==> config.mk <==
export PLATFORM = sky130hd
export DESIGN_NAME = program_fetch_unit
export DESIGN_NICKNAME = d
export VERILOG_FILES = /design/src/rtl/program_fetch_unit.sv
export SDC_FILE = /design/constraint.sdc
export NUM_CORES = 1
export LEC_CHECK = 0
export CAP_MARGIN = 20
export CORE_MARGIN = 2
export CORE_UTILIZATION = 45
export CTS_BUF_LIST = sky130_fd_sc_hd__clkbuf_8
export DETAILED_ROUTE_END_ITERATION = 10
export HOLD_SLACK_MARGIN = 0.05
export PLACE_DENSITY = 0.78
export SETUP_SLACK_MARGIN = 0.15
export SLEW_MARGIN = 10
export SYNTH_ARGS = -nofsm -noshare
export SYNTH_HDL_FRONTEND = slang
export SYNTH_SLANG_ARGS = --single-unit
==> constraint.sdc <==
create_clock -name CLK -period 4.5 [get_ports CLK]
set_input_delay 1.35 -clock CLK [delete_from_list [all_inputs] [get_ports CLK]]
set_output_delay 1.35 -clock CLK [all_outputs]
set_load 0.01 [all_outputs]
==> src/rtl/program_fetch_unit.sv <==
// Instruction fetch sequencer: owns the PC, drives program memory, registers
// the fetched word towards the execute stage, runs the cyclic PLC scan and
// guards each scan with an instruction-count watchdog.
module program_fetch_unit #(
  parameter int              IA_W      = 16,
  parameter int              ID_W      = 24,
  parameter logic [ID_W-1:0] END_WORD  = 24'hFFFFFF,
  parameter int              WDT_LIMIT = 65535
) (
  input  logic            CLK,
  input  logic            RST,
  input  logic            START,
  input  logic            STOP,
  output logic [IA_W-1:0] A,
  input  logic [ID_W-1:0] DQ,
  output logic [ID_W-1:0] IR_Q,
  output logic [IA_W-1:0] IR_PC,
  output logic            IR_VALID,
  input  logic            IR_READY,
  input  logic            JMP,
  input  logic [IA_W-1:0] JMP_ADDR,
  output logic            SCAN_DONE,
  output logic [15:0]     SCAN_CNT,
  output logic            BUSY,
  output logic            FAULT
);

  localparam int WDT_W = $clog2(WDT_LIMIT + 1);

  typedef enum logic [1:0] {S_IDLE, S_RUN, S_FAULT} state_t;

  state_t           state;
  logic [IA_W-1:0]  pc;
  logic [WDT_W-1:0] wdt;
  logic [WDT_W-1:0] wdt_inc;
  logic             ld;
  logic             is_end;
  logic             wdt_trip;

  assign A        = pc;
  // The IR slot can take a new word when empty or being drained this cycle.
  assign ld       = !IR_VALID || IR_READY;
  assign is_end   = (DQ == END_WORD);
  assign wdt_inc  = wdt + 1'b1;
  // Trip on the issue that would bring the count up to the limit, so at most
  // WDT_LIMIT-1 instructions are issued in one scan.
  assign wdt_trip = (wdt_inc == WDT_W'(WDT_LIMIT));

  // Scan sequencer: state, PC, instruction register, scan counter, watchdog.
  always_ff @(posedge CLK or posedge RST) begin
    if (RST) begin
      state     <= S_IDLE;
      pc        <= '0;
      wdt       <= '0;
      IR_Q      <= '0;
      IR_PC     <= '0;
      IR_VALID  <= 1'b0;
      SCAN_DONE <= 1'b0;
      SCAN_CNT  <= '0;
      BUSY      <= 1'b0;
      FAULT     <= 1'b0;
    end else begin
      SCAN_DONE <= 1'b0;
      case (state)
        S_IDLE, S_FAULT: begin
          // STOP is meaningless here; only START resumes from address 0.
          if (START) begin
            state <= S_RUN;
            pc    <= '0;
            wdt   <= '0;
            FAULT <= 1'b0;
            BUSY  <= 1'b1;
          end
        end
        S_RUN: begin
          if (STOP) begin
            state    <= S_IDLE;
            IR_VALID <= 1'b0;
            BUSY     <= 1'b0;
          end else if (START) begin
            pc       <= '0;
            wdt      <= '0;
            IR_VALID <= 1'b0;
          end else if (JMP) begin
            // Flush: the word already in IR belongs to the untaken path.
            pc       <= JMP_ADDR;
            IR_VALID <= 1'b0;
          end else if (ld) begin
            if (is_end) begin
              // END word is consumed here and never handed downstream.
              pc        <= '0;
              wdt       <= '0;
              IR_VALID  <= 1'b0;
              SCAN_DONE <= 1'b1;
              SCAN_CNT  <= SCAN_CNT + 16'd1;
            end else if (wdt_trip) begin
              state    <= S_FAULT;
              IR_VALID <= 1'b0;
              BUSY     <= 1'b0;
              FAULT    <= 1'b1;
            end else begin
              IR_Q     <= DQ;
              IR_PC    <= pc;
              IR_VALID <= 1'b1;
              pc       <= pc + 1'b1;
              wdt      <= wdt_inc;
            end
          end
        end
        default: begin
          state    <= S_IDLE;
          IR_VALID <= 1'b0;
          BUSY     <= 1'b0;
        end
      endcase
    end
  end

endmodule
# Word level (Yosys, flattened, before mapping)
# Cells that the tools add are included.
word_totals:
  reg_bits: 94
  elab_cells: 105
classes:
  n_mux: 52
  n_eq_ne: 22
  reduce_logical: 12
  addsub: 3
  bitwise_logic: 6
op_table:
  columns: ["op", "count"]
  rows:
  - ["16-bit two-way mux", 13]
  - ["16-bit case mux with 2 select lines", 2]
  - ["16-bit by 1-bit adder with 16-bit output, second input constant", 3]
  - ["1-bit two-way mux", 26]
  - ["24-bit equality test, second input constant", 1]
  - ["3-bit inequality test, second input constant", 7]
  - ["6-bit AND reduction", 3]
  - ["16-bit equality test, second input constant", 1]
  - ["2-bit two-way mux", 7]
  - ["2-bit inequality test, second input constant", 7]
  - ["5-bit inequality test, second input constant", 2]
  - ["4-bit inequality test, second input constant", 2]
  - ["8-bit AND reduction", 1]
  - ["7-bit AND reduction", 1]
  - ["1-bit inverter", 6]
  - ["1-bit case mux with 2 select lines", 3]
  - ["5-bit AND reduction", 1]
  - ["2-bit case mux with 2 select lines", 1]
  - ["2-bit by 1-bit equality test with 1-bit output, second input constant", 1]
  - ["2-bit equality test, second input constant", 1]
  - ["2-bit logical NOT", 1]
  - ["2-bit AND reduction", 1]
  - ["2-bit nonzero test", 1]
  - ["2-bit OR reduction", 1]
  - ["2 further kinds", 2]

# Longest topological paths before layout
# Gate-level depths: netlist of the first run.
depth:
  ltp_word: 9
  mapped_depth: 11
  ltp_nobuf: 8

# Worst setup path after synthesis of the first run
# Ideal clock, no wire load.
synth_timing:
  path_kind: "input to register"
  start: "input DQ[4]"
  end: "register SCAN_CNT[11]"
  cell_stages: 7
  setup_ps: 125
  setup_slack_ps: 1321
  arrival_ps: 3054
  cell_sequence: "nand4_1 > nor4_1 > nand4_1 > nor3_1 > and4_1 > nand4_1 > xnor2_1"
synth_between:
  elab_chain_cells: 2
synth_lines:
  columns: ["item", "line_no", "text"]
  rows:
  - ["from (decl)", "15", "input logic [ID_W-1:0] DQ,"]
  - ["24-bit equality test", "43", "assign is_end = (DQ == END_WORD);"]
  - ["6-bit AND reduction (no source line)", null, null]
  - ["to (signal assigned)", "95", "SCAN_CNT <= SCAN_CNT + 16'd1;"]
  - ["to (decl)", "23", "output logic [15:0] SCAN_CNT,"]
# No other way between the ends.
# A chain may end at the register's enable or synchronous reset.

# Worst setup path after layout of the first run
layout_timing:
  start: "input DQ[22]"
  end: "register SCAN_CNT[11]"
# Same word-level chain as after synthesis.

==> reports/metrics.sh, run 1 <==
DIE_HEIGHT_UM=105.5
POST_CTS_RESIZED=0
HOLD-WORST-SLACK_NS=0.4775
SYNTH.TOP_CELL.AREA_SHARE_PCT=50.73
TRITONCTS='built'
DESIGN_POWER_TOTAL_mW=2.746
CORE_MM2=0.01018
CRITICALPATHCATEGORY='primary input to flip-flop'
FIRST_GLOBAL_VIAS=4319
SYNTHESIS.INSTANCES=521
FIN_SETUP_TNS_NS=0
FILLERS=903
PRECTSSETUPSLACK_NS=0.2667
LAYOUT_WORST_PATH_CYCLE_SHARE_PCT=86.72
PORT-BUFFER-COUNT=121
SYN-CELL-AREA_MM2=0.004637
FIRST_PASS_GRT_WIRE_LENGTH_UM=20710
DRC=0
TIMING.CRITICAL_PATH.FANOUT_MAX=6
DP_HPWL_UM=8972
WORST_SLEW_MARGIN_REL_PCT=56.35
CTS-BUFFERS-INSERTED=9
SYNTH.LARGEST_AREA_CELL='sky130_fd_sc_hd__dfrtp_1'
SYNTH.LIB_CELLS_USED.DISTINCT=48
NUM_IO_PINS=122
DIE-AREA_MM2=0.01113
MAX_CAP_VIOLATIONS=0
NUM_VIAS=4237
POWER_DENSITY_mW_PER_MM2=443.6
RRSETUPSLACK_NS=1.25
PLACEMENTROWS=37
GP_CONGESTION=0.8590
SLEW_VIOL_FINAL=0
WL_UM=12320
ANTENNA_CELLS=0
WORSTPATHARRIVAL_NS=4.15
START_UTIL_PCT=45.53
LAYOUT_MIN_CYCLE_TIME_NS=3.902
TRITONCTS_NUM_SINKS=94
IR_DROP_mV=0.2422
GLOBAL_ROUTE.OVERFLOW_TOTAL=0
POSTCTSSETUPREPAIRBUFS=0
CRITPATHLAUNCHTYPE='primary input'
FINAL.SETUP.WORST_SLACK_NS=0.5976
GRT_USE_TOTAL_PCT=23.05
FINALNETCOUNT=688
SEQ_AREA_FRAC_SYNTH_PCT=50.73
CTS-HTREE-LEVELS=3
STATUS='finished clean'
CTS_BUFFER_DEPTH=2
CP_DATA_REQUIRED_TIME_NS=4.74
SYNTH.AVG_CELL_AREA_UM2=8.900
SETUP_VIOL=0
ANT_NETS=0
DETAIL_ROUTE.WL_PER_CELL_UM=15.82
HIGHEST_COUNT_CELLS_IN_THE_LAYOUT_IGNORING_FILL_AND_TAPS='158 x sky130_fd_sc_hd__nand2_1, 121 x sky130_fd_sc_hd__clkdlybuf4s50_1, 94 x sky130_fd_sc_hd__dfrtp_1, 31 x sky130_fd_sc_hd__o21ai_0, 25 x sky130_fd_sc_hd__nand3_1'
DRT_ITER0_DRC=219
TRANSITION_AT_THE_PIN_WITH_THE_SMALLEST_MAX_TRANSITION_SLACK_NS=0.6488
GRT_MAX_DEGREE=67
WORST_CLOCK_SKEW_NS=0.01293
VIASPERCELL=5.439
HOLD_BUFFERS=0
FMAX_MHz=256.3
SETUP_REPAIR_AFTER_GLOBAL_ROUTING_MISSED_ITS_MARGIN='false'
CHIPWIDTH_UM=105.5
FINAL_UTIL_PCT=60.79
POSTSYNTHREGISTERBITS=94
AREA_GROWTH_PCT=33.51
LAYOUT.CELLS.MOST_COMMON='sky130_fd_sc_hd__nand2_1'
FINAL_HOLD_VIOL_COUNT=0
SYNTH_FP_NETS=571
CLK_PIN_SLEW_NS=0.10
WORSTSETUPENDPOINTTYPE='flip-flop'
HOLD_PATH_CLASS='flip-flop to flip-flop'
ANTENNA_FOUND_INITIAL=0
CLOCK_LATENCY_NS=0.36
CLOCK_TREE.ROOT_CELL='sky130_fd_sc_hd__clkbuf_8'
P_LEAK_nW=2.675
YOSYS_WARNINGS=0
DETAILEDROUTE.FIRSTPASSITERATIONCOUNT=5
POST_SYNTH_MAIN_AREA_CONTRIBUTORS='sky130_fd_sc_hd__dfrtp_1 51%, sky130_fd_sc_hd__nand2_1 13%, sky130_fd_sc_hd__xnor2_1 3.6%'
LAYOUT-DRIVE-GT1-SHARE_PCT=5.132
-- Yosys cell counts, drive strengths merged --
| cell | number |
|---|---|
| o22ai | 4 |
| a21oi | 18 |
| o21a | 1 |
| a31oi | 1 |
| a21o | 2 |
| a22oi | 6 |
| o311ai | 3 |
| xor2 | 6 |
| nand2 | 158 |
| a21boi | 2 |
| o21ba | 1 |
| xnor2 | 19 |
| dfrtp | 94 |
| mux2i | 4 |
| and3 | 8 |
| nor2b | 6 |
| nand3b | 1 |
| or2 | 2 |
| o31ai | 7 |
| nor2 | 17 |
| nor3 | 13 |
| o41ai | 1 |
| or4b | 1 |
| buf | 13 |
| o21bai | 2 |
| o21ai | 33 |
| nor4 | 4 |
| nor3b | 2 |
| nand2b | 4 |
| ha | 4 |
| nand3 | 25 |
| and2 | 1 |
| nand4 | 14 |
| a32oi | 4 |
| a211oi | 3 |
| a221oi | 1 |
| or3 | 5 |
| inv | 17 |
| clkbuf | 8 |
| a31o | 2 |
| and4 | 3 |
| o211ai | 1 |
-- worst paths after layout --
path,from,endpoint,depth (start not counted)
max,DQ[22],SCAN_CNT[11],8
min,SCAN_CNT[15],SCAN_CNT[15],1
max reg2reg,wdt[0],IR_PC[2],9
min reg2reg,SCAN_CNT[15],SCAN_CNT[15],1
max in group asynchronous,RST,A[13],3
min in group asynchronous,RST,IR_Q[16],2
-- registers in the layout, indices dropped and copies added (netlist names) --
register / cells
FAULT: 1
IR_PC: 16
wdt: 16
BUSY: 1
IR_VALID: 1
IR_Q: 24
A: 16
state: 2
SCAN_CNT: 16
SCAN_DONE: 1
-- kinds of logic (layout without fill, tap and decap cells) --
group / Yosys count / in the layout / share of synthesized area [%]
AO/OA/AOI/OAI: 92 / 92 / 12.36
XOR/XNOR: 25 / 25 / 4.722
adder cells (fa/ha/maj): 4 / 4 / 1.079
buffers and inverters: 38 / 160 / 4.209
flip-flops: 94 / 94 / 50.73
multiplexers: 4 / 4 / 0.8635
AND/OR/NAND/NOR: 264 / 264 / 26.04
-- layout make-up --
type                            instances  area, µm²  share of cell area (%)
Sequential cell                        94       2352                   38.00
Timing Repair Buffer                  127       1281                   20.70
Tap cell                              136      170.2                   2.749
Inverter                               17      65.06                   1.051
Clock buffer                            9      123.9                   2.001
Clock inverter                          7      96.34                   1.556
Multi-Input combinational cell        389       2102                   33.95
-- critical path, stage by stage --
cell and delay, ns:
sky130_fd_sc_hd__clkdlybuf4s50_1 0.50, sky130_fd_sc_hd__nand4_1 0.16, sky130_fd_sc_hd__nor4_1 0.62, sky130_fd_sc_hd__nand4_1 0.43, sky130_fd_sc_hd__nor3_1 0.46, sky130_fd_sc_hd__and4_1 0.35, sky130_fd_sc_hd__nand4_1 0.13, sky130_fd_sc_hd__xnor2_1 0.15
-- power breakdown --
group / total (mW) / leakage [nW] / internal, mW / switching [mW]
clock: 0.626 / 0.113 / 0.316 / 0.310
sequential: 1.19 / 1.26 / 1.04 / 0.156
combinational: 0.928 / 1.30 / 0.484 / 0.444
total: 2.75 / 2.68 / 1.84 / 0.910
-- per-stage QoR --
step / cells / instance area [µm²]
after floorplan: 521 / 4637
after global placement: 763 / 5971
after detailed placement: 763 / 5971
after CTS: 779 / 6191
after global routing: 779 / 6191
final: 779 / 6191
-- metal layers --
layer	wire (µm)	vias to the layer above	track usage (%)
li1	-	2021	-
met1	5120	2031	29.73
met2	6133	168	39.12
met3	844	17	4.762
met4	225	0	7.143
met5	0	-	0
Note: power is estimated with default switching activity, not from simulation.
==> run 2: changes to the inputs <==
--- a/config.mk
+++ b/config.mk
@@ -10,6 +10,7 @@
 export CORE_UTILIZATION = 45
 export CTS_BUF_LIST = sky130_fd_sc_hd__clkbuf_8
 export DETAILED_ROUTE_END_ITERATION = 10
+export GPL_TIMING_DRIVEN = 0
 export HOLD_SLACK_MARGIN = 0.05
 export PLACE_DENSITY = 0.78
 export SETUP_SLACK_MARGIN = 0.15
==> reports/metrics.sh, run 2 (synthesized netlist as in run 1, its figures left out) <==
STATUS='finished clean'
WORSTSETUPENDPOINTTYPE='flip-flop'
LARGEST-REGISTER='IR_Q'
DETAIL_ROUTE.WL_PER_CELL_UM=16.18
CLOCK_TREE.ROOT_CELL='sky130_fd_sc_hd__clkbuf_8'
LAYOUT.CELLS.MOST_COMMON='sky130_fd_sc_hd__nand2_1'
CTS_BUFFER_DEPTH=2
ROUTE.MET3.WL_UM=864
SLEW_VIOL_FINAL=0
P_LEAK_nW=2.708
FILLERS=902
CORE_MM2=0.01018
NUM_IO_PINS=122
PORT-BUFFER-COUNT=120
WORST_CLOCK_SKEW_NS=0.01015
MAX_CAP_VIOLATIONS=0
TRITONCTS='built'
CLOCK_LATENCY_NS=0.37
CP_DATA_REQUIRED_TIME_NS=4.79
AREA_GROWTH_PCT=34.27
TRITONCTS_NUM_SINKS=94
MET2WIRELENGTH_UM=6412
GP_CONGESTION=0.8825
NUM_VIAS=4355
TIMING.CRITICAL_PATH.FROM='DQ[3]'
CLK_PIN_SLEW_NS=0.10
CTS-BUFFERS-INSERTED=9
FINALNETCOUNT=703
TRANSITION_AT_THE_PIN_WITH_THE_SMALLEST_MAX_TRANSITION_SLACK_NS=0.6844
WIRELENGTH_MET1_UM=5387
CRITPATHLAUNCHTYPE='primary input'
HIGHEST_COUNT_CELLS_IN_THE_LAYOUT_IGNORING_FILL_AND_TAPS='158 x sky130_fd_sc_hd__nand2_1, 120 x sky130_fd_sc_hd__clkdlybuf4s50_1, 94 x sky130_fd_sc_hd__dfrtp_1, 31 x sky130_fd_sc_hd__o21ai_0, 25 x sky130_fd_sc_hd__nand3_1'
HOLD_PATH_CLASS='flip-flop to flip-flop'
FINAL_DESIGN_AREA_NO_FILL_MM2=0.006226
FIRST_PASS_GRT_WIRE_LENGTH_UM=21160
WORSTPATHBUFFERINVERTERCOUNT=1
POST_CTS_RESIZED=0
CRITICAL-PATH-MAX-STAGE-DELAY_NS=0.64
PATH_DELAY_FAMILY='simple AND/OR/NAND/NOR gates'
AREA_OF_THE_MULTI_INPUT_GATES_MM2=0.002090
PLACEMENTROWS=37
POSTCTSSETUPREPAIRBUFS=0
START_UTIL_PCT=45.53
FINAL-SEQ-AREA_MM2=0.002352
VIASPERCELL=5.485
CP_COMMON_CELL='sky130_fd_sc_hd__nand4_1'
DPL-INSTANCE-AREA_MM2=0.006038
POWER_DENSITY_mW_PER_MM2=434.1
CRITICALPATHCATEGORY='primary input to flip-flop'
DIE_HEIGHT_UM=105.5
TIMING.CRITICAL_PATH.FANOUT_MAX=6
CTS-HTREE-LEVELS=3
CRIT_PATH_CELL_TRACE='clkdlybuf4s50_1 > nand4_1 > nor4_1 > nand4_1 > nor3_1 > and4_1 > nand4_1 > xnor2_1'
FIRST_GLOBAL_VIAS=4310
GRT_MAX_DEGREE=49
FINAL_HOLD_VIOL_COUNT=0
HOLD-WORST-SLACK_NS=0.4844
DP_HPWL_UM=9541
GLOBAL_ROUTE.OVERFLOW_TOTAL=0
CPMAXSTAGEDELAYCELL='sky130_fd_sc_hd__nor4_1'
DRC=0
FMAX_MHz=251.7
DR.MAX_LAYER_USED='met4'
DETAILEDROUTE.FIRSTPASSITERATIONCOUNT=5
HOLDCRITSTARTPOINT='IR_Q[12]'
HOLD_BUFFERS=0
SETUP_VIOL=0
CHIPWIDTH_UM=105.5
ANTENNA_FOUND_INITIAL=0
GRT_USE_TOTAL_PCT=23.80
IR_DROP_mV=0.2784
LAYOUT-DRIVE-GT1-SHARE_PCT=6.079
RR_STARTPOINT='wdt[0]'
WORST_SLEW_MARGIN_REL_PCT=53.95
WORSTPATHARRIVAL_NS=4.26
LARGEST_REGISTER_FF_COUNT=24
DRT_ITER0_DRC=261
ANTENNA_CELLS=0
WL_UM=12850
DIE-AREA_MM2=0.01113
SETUP_REPAIR_AFTER_GLOBAL_ROUTING_MISSED_ITS_MARGIN='false'
LAYOUT_MIN_CYCLE_TIME_NS=3.973
ANT_NETS=0
LAYOUT_WORST_PATH_CYCLE_SHARE_PCT=88.28
-- run 2: through the flow --
step                cells  power [mW]  utilization, %  setup TNS (ns)  setup WS, ns
detailed placement    778       2.171           59.29               0        0.1439
CTS                   794       2.716           61.13               0        0.5434
global placement      777       2.136           58.99          -66.23       -0.7086
floorplan             521       1.603               -               0        0.7013
global route          794       2.860           61.13               0        0.3155
finish                794       2.702           61.13               0        0.5272
-- run 2: report_power, final --
part	leakage [nW]	switching [mW]	internal [mW]	total, mW
sequential	1.26	0.148	1.04	1.18
clock	0.0956	0.335	0.215	0.550
combinational	1.35	0.469	0.500	0.969
total	2.71	0.953	1.75	2.70
-- run 2: routing by layer --
layer,track usage (%),up-vias
met3,5.628,19
met1,29.85,2104
met2,41.43,169
met5,0,-
li1,-,2063
met4,6.203,0
-- run 2: worst min-delay path: stages (launching register included) --
cell and delay, ns:
sky130_fd_sc_hd__dfrtp_1 0.35, sky130_fd_sc_hd__nand2_1 0.05, sky130_fd_sc_hd__nand2_1 0.06
-- run 2: final timing paths --
path	end	slack (ns)	cells past startpoint
max	SCAN_CNT[11]	0.53	8
min	IR_Q[12]	0.48	2
max reg2reg	IR_PC[1]	1.57	10
min reg2reg	IR_Q[12]	0.48	2
max in group asynchronous	A[2]	2.46	3
min in group asynchronous	IR_Q[17]	1.40	2
-- run 2: layout make-up --
class / count / area share [%]
sequential: 94 / 37.78
tap: 136 / 2.733
timing repair buffer: 121 / 19.73
inverter: 17 / 1.065
multi-input combinational: 389 / 33.56
clock buffer: 9 / 1.990
buffer: 21 / 2.110
clock inverter: 7 / 1.025
==> run 3: changes to the inputs <==
--- a/config.mk
+++ b/config.mk
@@ -14,7 +14,6 @@
 export HOLD_SLACK_MARGIN = 0.05
 export PLACE_DENSITY = 0.78
 export SETUP_SLACK_MARGIN = 0.15
-export SLEW_MARGIN = 10
 export SYNTH_ARGS = -nofsm -noshare
 export SYNTH_HDL_FRONTEND = slang
 export SYNTH_SLANG_ARGS = --single-unit
==> results of run 3 <==
Same layout as run 2: the final DEF is identical, and so are final timing and power.
